`src/rtl/line_dma_pkg.sv`:
```
// Shared types and constants for the line DMA streamer.
// state_t       : streamer FSM states
// stream_word_t : one FIFO entry, {sop, eop, 32-bit packed pixels}
// PIX_PER_WORD  : 8-bit pixels packed per 32-bit word
// OVF_MAX       : saturation value of the dropped-word counter
package line_dma_pkg;

  typedef enum logic [1:0] {
    IDLE      = 2'd0,
    WAIT_LINE = 2'd1,
    PACK      = 2'd2
  } state_t;

  localparam int          PIX_PER_WORD = 4;
  localparam logic [15:0] OVF_MAX      = 16'hFFFF;

  typedef struct packed {
    logic        sop;
    logic        eop;
    logic [31:0] data;
  } stream_word_t;

endpackage

```
`src/rtl/sync_fifo_fwft.sv`:
```
// First-word-fall-through synchronous FIFO.
// Ports:
//   clk, reset   : clock, synchronous active-high reset (empties the FIFO)
//   push_i       : write push_data_i this cycle (ignored when full)
//   push_data_i  : entry to write
//   pop_i        : remove the head entry this cycle (ignored when empty)
//   head_o       : head entry, forced to zero while empty
//   empty_o      : no entries stored
//   free_o       : number of free entries (0..DEPTH)
module sync_fifo_fwft
  import line_dma_pkg::*;
#(
  parameter int  DEPTH = 16,
  parameter type T     = stream_word_t
) (
  input  logic                   clk,
  input  logic                   reset,
  input  logic                   push_i,
  input  T                       push_data_i,
  input  logic                   pop_i,
  output T                       head_o,
  output logic                   empty_o,
  output logic [$clog2(DEPTH):0] free_o
);

  localparam int AW = $clog2(DEPTH);

  T               mem_q [DEPTH];
  logic [AW-1:0]  wr_ptr_q;
  logic [AW-1:0]  rd_ptr_q;
  logic [AW:0]    count_q;
  logic           do_push;
  logic           do_pop;

  assign do_push = push_i && (count_q != (AW+1)'(DEPTH));
  assign do_pop  = pop_i && (count_q != '0);

  // Storage needs no reset: nothing is visible until count_q says so.
  always_ff @(posedge clk) begin
    if (do_push) mem_q[wr_ptr_q] <= push_data_i;
  end

  always_ff @(posedge clk) begin
    if (reset) begin
      wr_ptr_q <= '0;
      rd_ptr_q <= '0;
      count_q  <= '0;
    end else begin
      if (do_push) wr_ptr_q <= wr_ptr_q + 1'b1;
      if (do_pop)  rd_ptr_q <= rd_ptr_q + 1'b1;
      case ({do_push, do_pop})
        2'b10:   count_q <= count_q + 1'b1;
        2'b01:   count_q <= count_q - 1'b1;
        default: count_q <= count_q;
      endcase
    end
  end

  assign empty_o = (count_q == '0);
  assign free_o  = (AW+1)'(DEPTH) - count_q;
  assign head_o  = empty_o ? T'('0) : mem_q[rd_ptr_q];

endmodule

```
`src/rtl/line_dma_streamer.sv`:
```
// Packs an 8-bit scanner pixel stream four pixels per 32-bit word and frames
// each scan line as one Avalon-ST packet (sop on the first word, eop on the
// last). Words pass through a small FWFT FIFO; words that cannot be admitted
// are dropped and counted. Enable changes only take effect on line boundaries.
// Ports:
//   clk, reset       : clock, synchronous active-high reset
//   dma_transmit_on  : streaming enable from the CSR block
//   pix_data/_valid  : pixel sample and its qualifier
//   line_start       : first pixel of a line (qualified by pix_valid)
//   aso_*            : Avalon-ST source (data, valid, ready, sop, eop)
//   overflow_cnt     : saturating count of dropped words
//   busy             : FSM not idle or FIFO holds words
module line_dma_streamer
  import line_dma_pkg::*;
#(
  parameter int LINE_PIXELS = 2048,
  parameter int FIFO_DEPTH  = 16
) (
  input  logic        clk,
  input  logic        reset,
  input  logic        dma_transmit_on,
  input  logic [7:0]  pix_data,
  input  logic        pix_valid,
  input  logic        line_start,
  output logic [31:0] aso_data,
  output logic        aso_valid,
  input  logic        aso_ready,
  output logic        aso_sop,
  output logic        aso_eop,
  output logic [15:0] overflow_cnt,
  output logic        busy
);

  localparam int CW = $clog2(LINE_PIXELS + 1);
  localparam int FW = $clog2(FIFO_DEPTH) + 1;

  state_t          state_q;
  logic [CW-1:0]   cnt_q;      // pixels accepted so far in this line
  logic [23:0]     pack_q;     // first three pixels of the word in progress
  logic [15:0]     ovf_q;

  logic [1:0]      pos;
  logic            word_done;
  logic            admit;
  logic            push;
  logic            reject;
  logic [FW-1:0]   need_free;
  logic [FW-1:0]   free;
  logic            fifo_empty;
  stream_word_t    wr_word;
  stream_word_t    head;

  always_comb begin
    pos          = cnt_q[1:0];
    word_done    = (state_q == PACK) && pix_valid && (pos == 2'd3);
    wr_word.sop  = (cnt_q < CW'(PIX_PER_WORD));
    wr_word.eop  = (cnt_q == CW'(LINE_PIXELS - 1));
    wr_word.data = {pix_data, pack_q};
    // A non-eop word must leave one slot free so an admitted sop can
    // always be closed by its eop.
    need_free    = wr_word.eop ? FW'(1) : FW'(2);
    admit        = (free >= need_free);
    push         = word_done && admit;
    reject       = word_done && !admit;
  end

  always_ff @(posedge clk) begin
    if (reset) begin
      state_q <= IDLE;
      cnt_q   <= '0;
      pack_q  <= '0;
      ovf_q   <= '0;
    end else begin
      if (reject && (ovf_q != OVF_MAX)) ovf_q <= ovf_q + 1'b1;
      case (state_q)
        IDLE: begin
          if (dma_transmit_on) state_q <= WAIT_LINE;
        end
        WAIT_LINE: begin
          if (!dma_transmit_on) begin
            state_q <= IDLE;
          end else if (pix_valid && line_start) begin
            pack_q  <= {16'h0000, pix_data};
            cnt_q   <= CW'(1);
            state_q <= PACK;
          end
        end
        PACK: begin
          if (pix_valid) begin
            cnt_q <= cnt_q + 1'b1;
            if (pos != 2'd3) pack_q[{pos, 3'b000} +: 8] <= pix_data;
            // A dropped sop discards the rest of the line.
            if (reject && wr_word.sop)
              state_q <= WAIT_LINE;
            else if (cnt_q == CW'(LINE_PIXELS - 1))
              state_q <= dma_transmit_on ? WAIT_LINE : IDLE;
          end
        end
        default: state_q <= IDLE;
      endcase
    end
  end

  sync_fifo_fwft #(
    .DEPTH (FIFO_DEPTH),
    .T     (stream_word_t)
  ) u_fifo (
    .clk         (clk),
    .reset       (reset),
    .push_i      (push),
    .push_data_i (wr_word),
    .pop_i       (aso_valid && aso_ready),
    .head_o      (head),
    .empty_o     (fifo_empty),
    .free_o      (free)
  );

  assign aso_valid    = !fifo_empty;
  assign aso_data     = head.data;
  assign aso_sop      = head.sop;
  assign aso_eop      = head.eop;
  assign overflow_cnt = ovf_q;
  assign busy         = (state_q != IDLE) || !fifo_empty;

endmodule

```
`config.mk`:
```
export PLATFORM = sky130hd
export DESIGN_NAME = line_dma_streamer
export DESIGN_NICKNAME = d
export VERILOG_FILES = /design/src/rtl/line_dma_pkg.sv /design/src/rtl/sync_fifo_fwft.sv /design/src/rtl/line_dma_streamer.sv
export SDC_FILE = /design/constraint.sdc
export NUM_CORES = 1
export LEC_CHECK = 0
export CORE_UTILIZATION = 35
export CTS_CLUSTER_DIAMETER = 80
export DETAILED_ROUTE_END_ITERATION = 10
export SLEW_MARGIN = 20
export SYNTH_ARGS = -nofsm -noshare
export SYNTH_HDL_FRONTEND = slang
export SYNTH_SLANG_ARGS = --single-unit
```
`constraint.sdc`:
```
create_clock -name clk -period 8.3 [get_ports clk]
set_input_delay 2.075 -clock clk [delete_from_list [all_inputs] [get_ports clk]]
set_output_delay 2.075 -clock clk [all_outputs]
set_load 0.01 [all_outputs]
```
-- Word level (Yosys, flattened, before mapping)
Memory sizes are Yosys's and may differ from the RTL's. A register that Yosys moved wholly into a read port is not among the register bits.
Cells that the tools add are included.
- $add $sub $neg: 8
- multiplexer cells: 25
- shift operators: 2
- eq/ne operators: 16
- reduce and logical (&&, ||, !) cells: 22
- order comparisons: 2
- operators by type and width (kind ; number):
    $mux W24 ; 4
    $pmux W24 S2 ; 1
    $mux W12 ; 3
    $mux W34 ; 1
    $bwmux W24 ; 1
    $pmux W12 S2 ; 1
    $shift A8 B7 Y24 const A ; 1
    $shiftx A8 B7 Y24 ; 1
    $add A16 B1 Y16 const B ; 1
    $ne A16 B16 Y1 const B ; 1
    $mux W2 ; 7
    $add A12 B1 Y12 const B ; 1
    $eq A12 B11 Y1 const B ; 1
    $lt A12 B3 Y1 const B ; 1
    $logic_and A1 B1 Y1 ; 10
    $ne A2 B2 Y1 const B ; 5
    $pmux W5 S2 ; 1
    $add A4 B1 Y4 const B ; 2
    $mux W4 ; 2
    $reduce_and A4 Y1 ; 2
    $neg A5 Y7 ; 1
    $eq A2 B2 Y1 const B ; 3
    $pmux W2 S3 ; 1
    $reduce_bool A2 Y1 ; 3
    16 further kinds ; 20
- memory bits (writable): 544
- memories kept: 1
- input port bits: 14
- bits in registers: 67
- logic and storage cells: 83
- output and inout bits: 52
- memory list (name ; depth ; bits a word ; read ports ; clocked after Yosys merged registers in ; write ports ; RTL line ; RTL):
    u_fifo.mem_q ; 16 ; 34 ; 1 ; 1 ; 1 ; sync_fifo_fwft.sv:28 ; T mem_q [DEPTH];

-- Longest topological paths before layout
Gate-level depths: netlist of the first run.
- depth after elaboration: 9
- gate-level depth with buffers: 19
- gate-level depth less buffers: 16

-- Modules after synthesis
Synthesis of the first run repeated with hierarchy kept, for this count alone.
- cells, all modules: 1224
- area, all modules: 24293.3 um^2
- modules (own cells, without submodules) (module ; seq. area each (um^2) ; instances ; cells an instance ; area each (um^2)):
    sync_fifo_fwft ; 16676.0 ; 1 ; 914 ; 21580.7
    line_dma_streamer ; 1081.0 ; 1 ; 310 ; 2712.6

-- Worst setup path before layout of the first run
Ideal clock, no wire load.
- path kind: input to register
- start point: input port pix_valid
- end point: memory u_fifo.mem_q[0][0] (netlist name) (enable)
- data required time: 7778 ps
- buffers on the path: 2
- stages: 6
- library setup time: 522 ps
- slack: 1073 ps
- data arrival time: 6704 ps
- cells stage by stage: clkbuf_1 nand3_1 nor3_2 inv_2 clkbuf_1 nor4b_1
- word-level cells in the longest chain between the ends: 6
- ends and longest elaborated chain (what ; RTL line ; RTL):
    start: declaration ; line_dma_streamer.sv:23 ; input logic pix_valid,
    $logic_and A1 B1 Y1 (2 in series) ; line_dma_streamer.sv:55 ; word_done = (state_q == PACK) && pix_valid && (pos == 2'd3);
    $logic_and A1 B1 Y1 ; line_dma_streamer.sv:63 ; push = word_done && admit;
    $logic_and A1 B1 Y1 ; sync_fifo_fwft.sv:35 ; assign do_push = push_i && (count_q != (AW+1)'(DEPTH));
    $mux W1 ; sync_fifo_fwft.sv:40 ; if (do_push) mem_q[wr_ptr_q] <= push_data_i;
    $mux W1 (not written as such) ; sync_fifo_fwft.sv:40 ;
    end: declaration ; sync_fifo_fwft.sv:28 ;
No other way between the ends.

==> metrics, run 1 <==
run status=complete, no violations; worst vdd ir=141.1 uV; die area=between 70000 and 80000 sq um; Num CTS Buffers=66; die span in x=265.1 microns; All-Layer GR Usage=16.06%; final wirelength=55110 microns; Synth top cells by count=edfxtp_1, mux4_2, dfxtp_1; Top Metal Used=met5; # H-tree levels=3; Most Frequent Cell on Critical Path=mux4_2; Max Cap Viol=0; die height=between 200 and 300 microns; WP buf/inv=2; Post-DRT Antenna Nets=0; WL per Instance=between 20 and 25 microns; initial core utilization=35.32%; Post-CTS Resized=0; share of flip-flops with an asynchronous set or reset=0%; Core Area=68590 sq um; worst-skew pair later-pin latency=slightly above 600 ps; critical path fanouts, max=64; total chip power=approximately 6.3 mW; wire length on met3=3519 microns; power density over the cells=222.3 nW/um^2; RSZ-0062 raised after global routing=no; number of post-CTS setup repair buffers=0; first-pass GRT wire length=82570 microns; number of core rows=96; maximum clock path buffer count=3; Final nets=between 1000 and 1500; Remaining DRCs=0; Peak Freq=0.1667 GHz; vias per inst=between 5 and 6; vias in the first global route=12760; cells along the critical path=buf_4 > mux4_2 > mux4_2 > and2_1 > clkdlybuf4s50_1; Area contributors post-synth=edfxtp_1, mux4_2, dfxtp_1, a21oi_1, and2_1; initial antenna violation count=5; most frequent cell after synthesis=edfxtp_1; top-area cell type share of the netlist area=67.44%; clock slew seen by the registers of the worst setup and hold paths=approximately 50 ps; register area share after synthesis=~73%; Final HPWL DP=27300 microns; Synth area leader=edfxtp_1; critical path's top delay family=buffers and inverters; Layout area overhead=16.47%; IO Port Bufs=65; Final setup viols=0; GRT overflow=0; Arrival @ worst endpoint=3930 ps; CP Class=register to output port; RePlAce Congestion=0.7387; Crit. End Element=output port; met2 WL=~27000 microns; Synth Instances=1241; Final period util=72.29%; largest net degree at the start of global routing=between 90 and 100; Hold Fails Final Rpt=0; WL met1=23900 microns; skew final=30.61 ps; Iteration-0 DRC Markers=around 980; Hold Crit Class=register to register; Slew Viols, Final=0; Slowest Stage Delay on Critical Path=960 ps; Critical Path RT=between 6000 and 7000 ps; Tmin final=6000 ps; Synth Net Count=~1300; CP max-delay cell=dfxtp_4; CTS Sinks=615; EDFF count, synth=544; Worst setup SP type=register; 1st-pass router iterations=5; Hold-fix buffers, CTS=0; CTS tree=done; setup tns final=0 ps; Netlist cell types=53; Slew @ Worst Pin=~1000 ps; Synth Register Bits=615; Slew headroom=30.28%; I/O Pins=66; YS warnings=0; Post-Syn Area per Cell=~20 sq um; share of layout cells above drive strength 1=23.46%; main flop type after synthesis=edfxtp_1; Leakage=approximately 8.7 nW; Synth Cell Area=24220 sq um; clk root buf=clkbuf_16; Vias=12140; Antenna diodes=0
[routing by layer]
metal / global-route usage (%) / vias up
met3: 3.388 / 84
met1: 22.30 / 6434
met5: 0 / -
li1: - / 5255
met4: 3.687 / 8
met2: 25.98 / 354
[worst paths after layout]
check	start	endpoint	slack, ps	cells past startpoint
hold reg to reg	overflow_cnt[13]	overflow_cnt[13]	510	2
setup reg to reg	u_fifo.count_q[0]	u_fifo.count_q[4]	4010	15
setup / recovery	register	aso_data[29]	2300	5
hold / removal	overflow_cnt[13]	overflow_cnt[13]	510	2
[final cells by class]
cell class              instances  area (sq um)
fillers                      6055         40370
flip-flops and latches        615         17770
multi-input cells             539          6222
clock buffers                  89          1788
well taps                     931          1165
repair buffers                 89         838.3
clock inverters                31         365.4
inverters                      18         67.56
[power by group]
part / switching, mW / internal, mW / total, mW
registers: 0.00365 / 3.33 / 3.33
logic: 0.0266 / 0.00943 / 0.0361
clock network: 1.21 / 1.69 / 2.90
total: 1.24 / 5.03 / 6.27
[logic make-up after synthesis]
family / synth area share, %
compound gates: 1.978
buf+inv: 1.472
flops: 73.31
fa+ha+maj: 0.8264
mux: 16.21
simple gates: 5.703
xor+xnor: 0.5062
[metrics by stage]
| step | worst slack, ps | hold WS [ps] | cell area [sq um] | util, % | std cells |
|---|---|---|---|---|---|
| 5_1_grt | 2151 | 546.0 | 28210 | 41.14 | 2312 |
| 3_5_place_dp | 2752 | 507.9 | 26050 | 37.98 | 2192 |
| 3_3_place_gp | 2835 | 483.5 | 26040 | 37.97 | 2192 |
| 6_report | 2300 | 514.5 | 28210 | 41.14 | 2312 |
| 4_1_cts | 2211 | 517.7 | 28200 | 41.12 | 2312 |
| 2_1_floorplan | 1073 | 484.3 | 24220 | - | 1241 |
[tightest hold or removal path, cell delays in order, from the launching register on]
cell     delay (ps)
dfxtp_1         330
o31ai_1          70
a21oi_1          60
[sequential cells by signal, indices dropped and copies added, names as in the netlist, named ones only]
register and count:
state_q 2, u_fifo.rd_ptr_q 4, pack_q 24, u_fifo.mem_q 544
overflow_cnt 16, u_fifo.count_q 5, cnt_q 12, u_fifo.wr_ptr_q 4
[placed cells by master, fill, tap and decap left out, types with 7 or more instances in the layout]
cell type and instances:
nor2b_1 7, nand2_1 41, and2_1 38, clkbuf_1 18, buf_4 23, xor2_1 7, nor2_1 32, nor4_1 7
or4_1 12, clkbuf_16 66, nand4_1 8, o21ai_0 10, a21oi_1 48, clkinv_2 7, nand2b_1 14, clkinv_1 10
ha_1 16, inv_1 16, mux4_2 170, edfxtp_1 544, nand3_1 42, o31ai_1 9, clkdlybuf4s50_1 64, dfxtp_1 67
xnor2_1 7
Note: power is estimated with default switching activity, not from simulation.
==> run 2: changes to the inputs <==
==> constraint.sdc (replaced) <==
create_clock -name clk -period 6.2 [get_ports clk]
set_input_delay 1.55 -clock clk [delete_from_list [all_inputs] [get_ports clk]]
set_output_delay 1.55 -clock clk [all_outputs]
set_load 0.01 [all_outputs]
==> run 2 against run 1 <==
Effect of this change: critical path depth unchanged; worst setup slack lost 1100 ps; sequential power grew 34%; global-route usage is 0.42 points lower; flip-flop and latch count did not move; cell count up 0.43%; clock skew fell by 6.5 ps; via count down 0.34%; hold slack improved by 4.9 ps; non-clock buffer count grew 10.
==> metrics, run 2 (synthesis results as in run 1) <==
run status=complete, no violations; Post-CTS Resized=0 (unchanged); r2r startpoint=cnt_q[0]; worst vdd ir=165.3 uV (+17%); Most Frequent Cell on Critical Path=mux4_2; Hold-fix buffers, CTS=0 (unchanged); Fill cells=5968 (-1.4%); final wirelength=53650 microns (-2.7%); Hold Crit Class=register to register; Final nets=1369 (+0.74%); skew final=24.12 ps (-6.484 ps); IO Port Bufs=65 (unchanged); RSZ-0062 raised after global routing=no; reg2reg end=u_fifo.count_q[4]; Antenna diodes=0 (unchanged); Iteration-0 DRC Markers=988 (+1.0%); 1st-pass router iterations=5 (unchanged); largest net degree at the start of global routing=66 (-29%); share of layout cells above drive strength 1=24.80% (+1.3 points); power density over the cells=299.7 nW/um^2 (+35%); CP max-delay cell=dfxtp_4; number of stages on the worst setup path=5 (unchanged); largest register by flop count=u_fifo.mem_q; first-pass GRT wire length=81120 microns (-1.7%); GRT overflow=0 (unchanged); WL per Instance=23.10 microns (-3.1%); Post-DRT Antenna Nets=0 (unchanged); Hold Fails Final Rpt=0 (unchanged); vias in the first global route=12790 (+0.24%); Peak Freq=around 0.20 GHz; WP buf/inv=2 (unchanged); Slew headroom=30.77% (+0.49 points); end of the critical path=aso_data[5]; number of post-CTS setup repair buffers=0 (unchanged); number of core rows=96 (unchanged); Slew Viols, Final=0 (unchanged); Vias=12090 (-0.34%); initial core utilization=35.32% (unchanged); vias per inst=5.208 (-0.77%); cells along the critical path=buf_12 > mux4_2 > mux4_2 > and2_1 > clkdlybuf4s50_1; CTS Sinks=615 (unchanged); clk root buf=clkbuf_16; total chip power=8.523 mW (+36%); min-delay src=overflow_cnt[13]; Worst setup SP type=register; die height=265.1 microns (unchanged); Critical Path RT=4650 ps (-1580 ps); Core Area=68590 sq um (unchanged); Layout area overhead=17.39%; Final setup viols=0 (unchanged); Remaining DRCs=0 (unchanged); Placed Cells incl. Taps=2202 (+0.46%); CP Class=register to output port; cells on worst reg2reg path=13 (-2); Slowest Stage Delay on Critical Path=780 ps (-180 ps); Cell Count, Final, Fillers Out=2322 (+0.43%); Crit. End Element=output port; clock slew seen by the registers of the worst setup and hold paths=60 ps (about the same); # H-tree levels=3 (unchanged); Arrival @ worst endpoint=3480 ps (-450 ps); die area=70260 sq um (unchanged); RePlAce Congestion=0.7243 (-1.9%); R2R Setup Slk=2000 ps (-2010 ps); Leakage=8.873 nW (+1.6%); I/O Pins=66 (unchanged); worst-skew pair later-pin latency=610 ps (about the same); flip-flop count of the largest register, all copies and words added=544 (unchanged); maximum clock path buffer count=3 (unchanged); critical path's top delay family=multiplexers; Tmin final=~5000 ps; most common cell after layout, fill and taps aside=edfxtp_1; All-Layer GR Usage=15.64% (-0.42 points); die span in x=265.1 microns (unchanged); Final period util=81.15%; critical path fanouts, max=32 (-50%); Max Cap Viol=0 (unchanged); initial antenna violation count=3 (-2); most frequent cells in the layout=edfxtp_1, mux4_2, clkbuf_16; Slew @ Worst Pin=1038 ps (-7.357 ps); Num CTS Buffers=66 (unchanged); Final HPWL DP=29670 microns (+8.7%); CTS tree=done; WHS=519.4 ps (+4.913 ps)
## run 2: cell type report
class                           instances  area (sq um)  area share (%)
Clock buffer                           83          1838           6.464
Inverter                               18         67.56          0.2376
Tap cell                              931          1165           4.097
Sequential cell                       615         17770           62.48
Multi-Input combinational cell        539          6203           21.82
Timing Repair Buffer                   99          1001           3.520
Clock inverter                         37         392.9           1.382
## run 2: metrics by stage
step	worst slack [ps]	util, %	TNS (ps)	area, sq um
floorplan	-501.8	-	-61300	24220
global placement	1385	38.13	0	26160
detailed placement	1210	38.21	0	26200
CTS	1051	41.46	0	28430
global route	966.8	41.46	0	28430
finish	1169	41.46	0	28430
## run 2: worst min-delay path by stage
| stage | end | slack [ps] | cells past startpoint |
|---|---|---|---|
| 6_report | overflow_cnt[13] | 520 | 2 |
| 4_1_cts | overflow_cnt[14] | 520 | 2 |
| 2_1_floorplan | cnt_q[6] | 480 | 2 |
| 3_5_place_dp | overflow_cnt[14] | 500 | 2 |
| 5_1_grt | overflow_cnt[14] | 540 | 2 |
| 3_3_place_gp | overflow_cnt[13] | 490 | 2 |
## run 2: power breakdown
part / internal, mW / leakage [nW] / switching (mW)
registers: 4.46 / 5.86 / 0.00495
logic: 0.0126 / 1.91 / 0.0345
clock network: 2.38 / 1.10 / 1.64
## run 2: worst register-to-register path, cell delays in order, from the launching register on
cell,delay [ps]
dfxtp_1,570
ha_1,430
nand4_1,150
nor4_2,290
nor3_1,170
nor3_2,510
inv_2,310
ha_1,380
xor2_1,180
ha_1,190
a21oi_1,260
a32oi_1,150
a21oi_1,160
mux2_2,340
## run 2: routing by layer
metal / vias up / part of all wire, % / global-route usage, %
li1: 5277 / - / -
met5: - / 0.075 / 0
met2: 304 / 48 / 25.32
met1: 6424 / 45 / 21.28
met4: 6 / 2.2 / 4.796
met3: 83 / 5.0 / 3.203
